### config.mk
export PLATFORM = sky130hd
export DESIGN_NAME = pipe_stage_buf
export DESIGN_NICKNAME = d
export VERILOG_FILES = /design/src/rtl/pipe_stage_buf.sv
export SDC_FILE = /design/constraint.sdc
export NUM_CORES = 1
export LEC_CHECK = 0
export ABC_AREA = 0
export CORE_AREA = 2 2 399 401
export DETAILED_ROUTE_END_ITERATION = 8
export DIE_AREA = 0 0 401 403
export PLACE_DENSITY_LB_ADDON = 0.15
export SYNTH_ARGS = -nofsm -noshare
export SYNTH_HDL_FRONTEND = slang
export SYNTH_SLANG_ARGS = --single-unit
export TNS_END_PERCENT = 1
### constraint.sdc
create_clock -name clk -period 72.7 [get_ports clk]
set_input_delay 18.175 -clock clk [delete_from_list [all_inputs] [get_ports clk]]
set_output_delay 18.175 -clock clk [all_outputs]
set_load 0.02 [all_outputs]
### src/rtl/pipe_stage_buf.sv
// rtl/pipe_stage_buf.sv - elastic valid/ready buffer for one pipeline stage boundary
module pipe_stage_buf #(
    parameter int DATA_W = 512,
    parameter int DEPTH  = 2,
    parameter int BYPASS = 0,
    localparam int CW = $clog2(DEPTH + 1),
    localparam int PW = (DEPTH > 1) ? $clog2(DEPTH) : 1
) (
    input  logic              clk,
    input  logic              rst,
    input  logic              flush,
    input  logic              in_valid,
    output logic              in_ready,
    input  logic [DATA_W-1:0] in_data,
    output logic              out_valid,
    input  logic              out_ready,
    output logic [DATA_W-1:0] out_data,
    output logic [CW-1:0]     count
);

    logic [DATA_W-1:0] mem_q [DEPTH];
    logic [PW-1:0]     wr_ptr_q, wr_ptr_d;
    logic [PW-1:0]     rd_ptr_q, rd_ptr_d;
    logic [CW-1:0]     count_q, count_d;

    logic byp_en;
    logic empty;
    logic full;
    logic push;
    logic pop;
    logic bypass_take;
    logic wr_en;

    function automatic logic [PW-1:0] ptr_inc(input logic [PW-1:0] p);
        if (DEPTH == 1) begin
            return '0;
        end
        return p + PW'(1);
    endfunction

    assign byp_en = (BYPASS != 0);
    assign empty  = (count_q == '0);
    assign full   = (count_q == CW'(DEPTH));

    // in_ready depends only on occupancy and flush, never on out_ready.
    assign in_ready    = ~full & ~flush;
    assign push        = in_valid & in_ready;
    assign pop         = ~empty & out_ready & ~flush;
    assign bypass_take = byp_en & empty & in_valid & out_ready;
    assign wr_en       = push & ~bypass_take;

    always_comb begin
        out_valid = 1'b0;
        out_data  = '0;
        if (!flush && !empty) begin
            out_valid = 1'b1;
            out_data  = mem_q[rd_ptr_q];
        end else if (byp_en && in_valid) begin
            out_valid = 1'b1;
            out_data  = in_data;
        end
    end

    always_comb begin
        wr_ptr_d = wr_ptr_q;
        rd_ptr_d = rd_ptr_q;
        count_d  = count_q;
        if (wr_en) begin
            wr_ptr_d = ptr_inc(wr_ptr_q);
        end
        if (pop) begin
            rd_ptr_d = ptr_inc(rd_ptr_q);
        end
        case ({wr_en, pop})
            2'b10:   count_d = count_q + CW'(1);
            2'b01:   count_d = count_q - CW'(1);
            default: count_d = count_q;
        endcase
    end

    always_ff @(posedge clk) begin
        if (rst || flush) begin
            wr_ptr_q <= '0;
            rd_ptr_q <= '0;
            count_q  <= '0;
        end else begin
            wr_ptr_q <= wr_ptr_d;
            rd_ptr_q <= rd_ptr_d;
            count_q  <= count_d;
        end
    end

    // Storage is deliberately left uncleared by reset.
    always_ff @(posedge clk) begin
        if (wr_en && !rst) begin
            mem_q[wr_ptr_q] <= in_data;
        end
    end

    assign count = count_q;

endmodule
==> summary.md <==
| Metric | Value |
|---|---|
| Finished Layout Cells | about 5400 |
| RR Endpoint | mem_q[0][153] |
| Avg Inst Size Synth | approximately 18 um2 |
| Largest net degree at the start of global routing | roughly 120 |
| Syn nets | around 2700 |
| Skew-Pair Late Insertion Delay | approximately 720 ps |
| I/O Pins | between 1000 and 1500 |
| Final Slew Violations | 0 |
| Die height | between 400 and 500 um |
| Initial DRC Count | 1227 |
| FILL cells | 15300 |
| CTS root buffer | clkbuf_16 |
| # port buffers | between 1000 and 1500 |
| Most common cell after layout, fill and taps aside | clkdlybuf4s50_1 |
| Layout area overhead | 41.1% |
| Worst R2R Path Depth | 7 |
| Pwr dens | about 24 nW/um2 |
| Period Utilization, post-route | approximately 56% |
| Overflow after GRT | 0 |
| Global-route wire length before repair | approximately 170000 um |
| Post-synthesis cell area | ~39000 um2 |
| Core area | ~160000 um2 |
| Leak | 16.8 nW |
| GRT Util Overall | between 10 and 15% |
| Initial antenna violation count | 49 |
| Final #Nets | about 3800 |
| Clock Skew | between 60 and 70 ps |
| Min Tclk post-route | between 40000 and 50000 ps |
| Seq cells post-synth | around 1000 |
| Die W | ~400 um |
| Detailed Place HPWL | ~85000 um |
| Worst-margin pin slew | between 1000 and 1500 ps |
| Max clock buf depth | 3 |
| Total Wirelength | roughly 120000 um |
| RSZ-0062 raised after global routing | no |
| DP Cell Count | 5215 |
| Worst vdd ir | 0.0000194 V |
| Worst R2R Start | count[0] |
| Drt wl/cell | roughly 22 um |
| Yosys cell types | 20 |
| Postcts setup bufs | 0 |
| Slew Limit Headroom | 25.1% |
| Status | finished clean |
| Hold_sp | rd_ptr_q |
| RD Place Congestion | 0.779 |
| Die area | 162000 um2 |
| Core Rows | between 100 and 150 |
| Clock transition at path regs | 60 ps |
| Most frequent cells in the layout | clkdlybuf4s50_1 (1032), edfxtp_1 (1024), nor2_1 (517) |
| Share of the yosys chip area belonging to registers | approximately four fifths |
| Num Clock Sinks | ~1000 |
| Worst Hold Depth | 2 |
| Worst setup SP type | input port |
| Flop-to-flop setup slack | between 60000 and 70000 ps |
| CTS Buf Count | between 100 and 150 |
| Crit path DAT | ~23000 ps |
| Max-Cap Viols | 0 |
| Vias in the first global route | ~23000 |
| Setup crit start | flush |
| H-tree Lvls | 3 |
| Cells after Synth | roughly 2200 |
| CTS tree | built |
| Initial Utilization | between 20% and 30% |
| Layout cells sized above 1 | under 10% |
| DR vias/cell | a little over 4 |
| Via count | roughly 22000 |
| DRT Pass-1 Iters | 5 |
| F_max | around 24 MHz |
| Worst EP required | about 55000 ps |
| Worst hold path class | register to register |
| Crit Path Category | input port to output port |
| Hold Path End | rd_ptr_q |
| Residual DRC | 0 |
| Maximum fanout along the worst path | 85 |
| CP Capture Type | output port |
| Setup TNS | 0 ps |
| Final setup fails | 0 |
| Final Hold Violating Endpoints | 0 |
| Warnings, synthesis | 0 |
| Post_cts resized | 0 |
| Hold-fix buffer count after cts | 0 |
| Detail Route Antenna Nets | 0 |
kinds of logic after synthesis:
kind of cell | Yosys count | synth area share (%)
fa+ha+maj | 1 | 0.0321
simple gates | 526 | 5.13
flops | 1029 | 79.2
mux | 512 | 13.2
buf+inv | 116 | 2.31
compound gates | 5 | 0.0643
xor+xnor | 3 | 0.0675
critical path: stages:
cell and delay [ps]:
clkdlybuf4s50_1 570, or2_4 510, buf_4 810, buf_4 750, buf_4 570, buf_4 430
nor2_1 110, clkdlybuf4s50_1 560
registers in the layout, summed over array words and instances (netlist names), named ones only:
signal    cells
mem_q      1024
count         2
wr_ptr_q      1
rd_ptr_q      1
power by group:
| part | internal (mW) | leakage (nW) | switching, mW |
|---|---|---|---|
| logic | 0.0387 | 5.71 | 0.0345 |
| registers | 0.665 | 9.34 | 0.00236 |
| clock network | 0.321 | 1.76 | 0.237 |
| total | 1.02 | 16.8 | 0.274 |
how the worst max path moves through the flow:
| stage | end | slack [ps] | depth (start not counted) |
|---|---|---|---|
| floorplan | mem_q[1][0] | 15120 | 3 |
| detailed placement | out_data[321] | 31720 | 8 |
| global route | out_data[304] | 31490 | 8 |
| finish | out_data[321] | 31860 | 8 |
| global placement | out_data[304] | 31730 | 8 |
| CTS | out_data[321] | 31720 | 8 |
synthesized netlist by cell type:
| cell | count | area share, % |
|---|---|---|
| xnor2_1 | 1 | 0.022 |
| buf_2 | 58 | 0.75 |
| or3_1 | 3 | 0.048 |
| nor2b_1 | 1 | 0.016 |
| inv_1 | 2 | 0.019 |
| dfxtp_1 | 5 | 0.26 |
| buf_6 | 52 | 1.5 |
| edfxtp_1 | 1024 | 79 |
| ha_1 | 1 | 0.032 |
| or2_2 | 1 | 0.016 |
| xor2_1 | 2 | 0.045 |
| a21oi_1 | 2 | 0.026 |
| nor2_1 | 517 | 5.0 |
| mux2i_1 | 512 | 13 |
| nor3b_1 | 1 | 0.019 |
| nor3_1 | 1 | 0.013 |
| o21ai_0 | 3 | 0.039 |
| clkbuf_1 | 4 | 0.039 |
| or2_1 | 1 | 0.016 |
| and2_1 | 1 | 0.016 |
area by class of cell:
cell class	instances	area (um2)	share of cell area, %
Sequential cell	1029	30900	56.2
Timing Repair Buffer	1065	10600	19.3
Multi-Input combinational cell	1047	7200	13.1
Clock buffer	142	3000	5.46
Tap cell	2072	2590	4.72
Clock inverter	67	627	1.14
Antenna cell	11	27.5	0.0501
Inverter	2	7.51	0.0137
per-stage QoR:
stage | utilization [%] | power (mW) | hold slack (ps) | cell area, um2 | setup WS [ps]
finish | 34.9 | 1.30 | 505 | 54900 | 31860
global route | 34.9 | 1.35 | 523 | 54900 | 31490
CTS | 34.9 | 1.32 | 507 | 54900 | 31720
detailed placement | 32.6 | 0.754 | 492 | 51300 | 31720
global placement | 32.6 | 0.753 | 489 | 51300 | 31730
floorplan | - | 0.719 | 466 | 38900 | 15120
per-layer routing:
layer | vias to the layer above | routed length, um | global-route usage [%]
met4 | 64 | 3030 | 4.99
met5 | - | 433 | 0
met3 | 217 | 11100 | 6.05
li1 | 10300 | - | -
met2 | 738 | 60400 | 24.5
met1 | 11000 | 46600 | 16.2
Note: power is estimated with default switching activity, not from simulation.
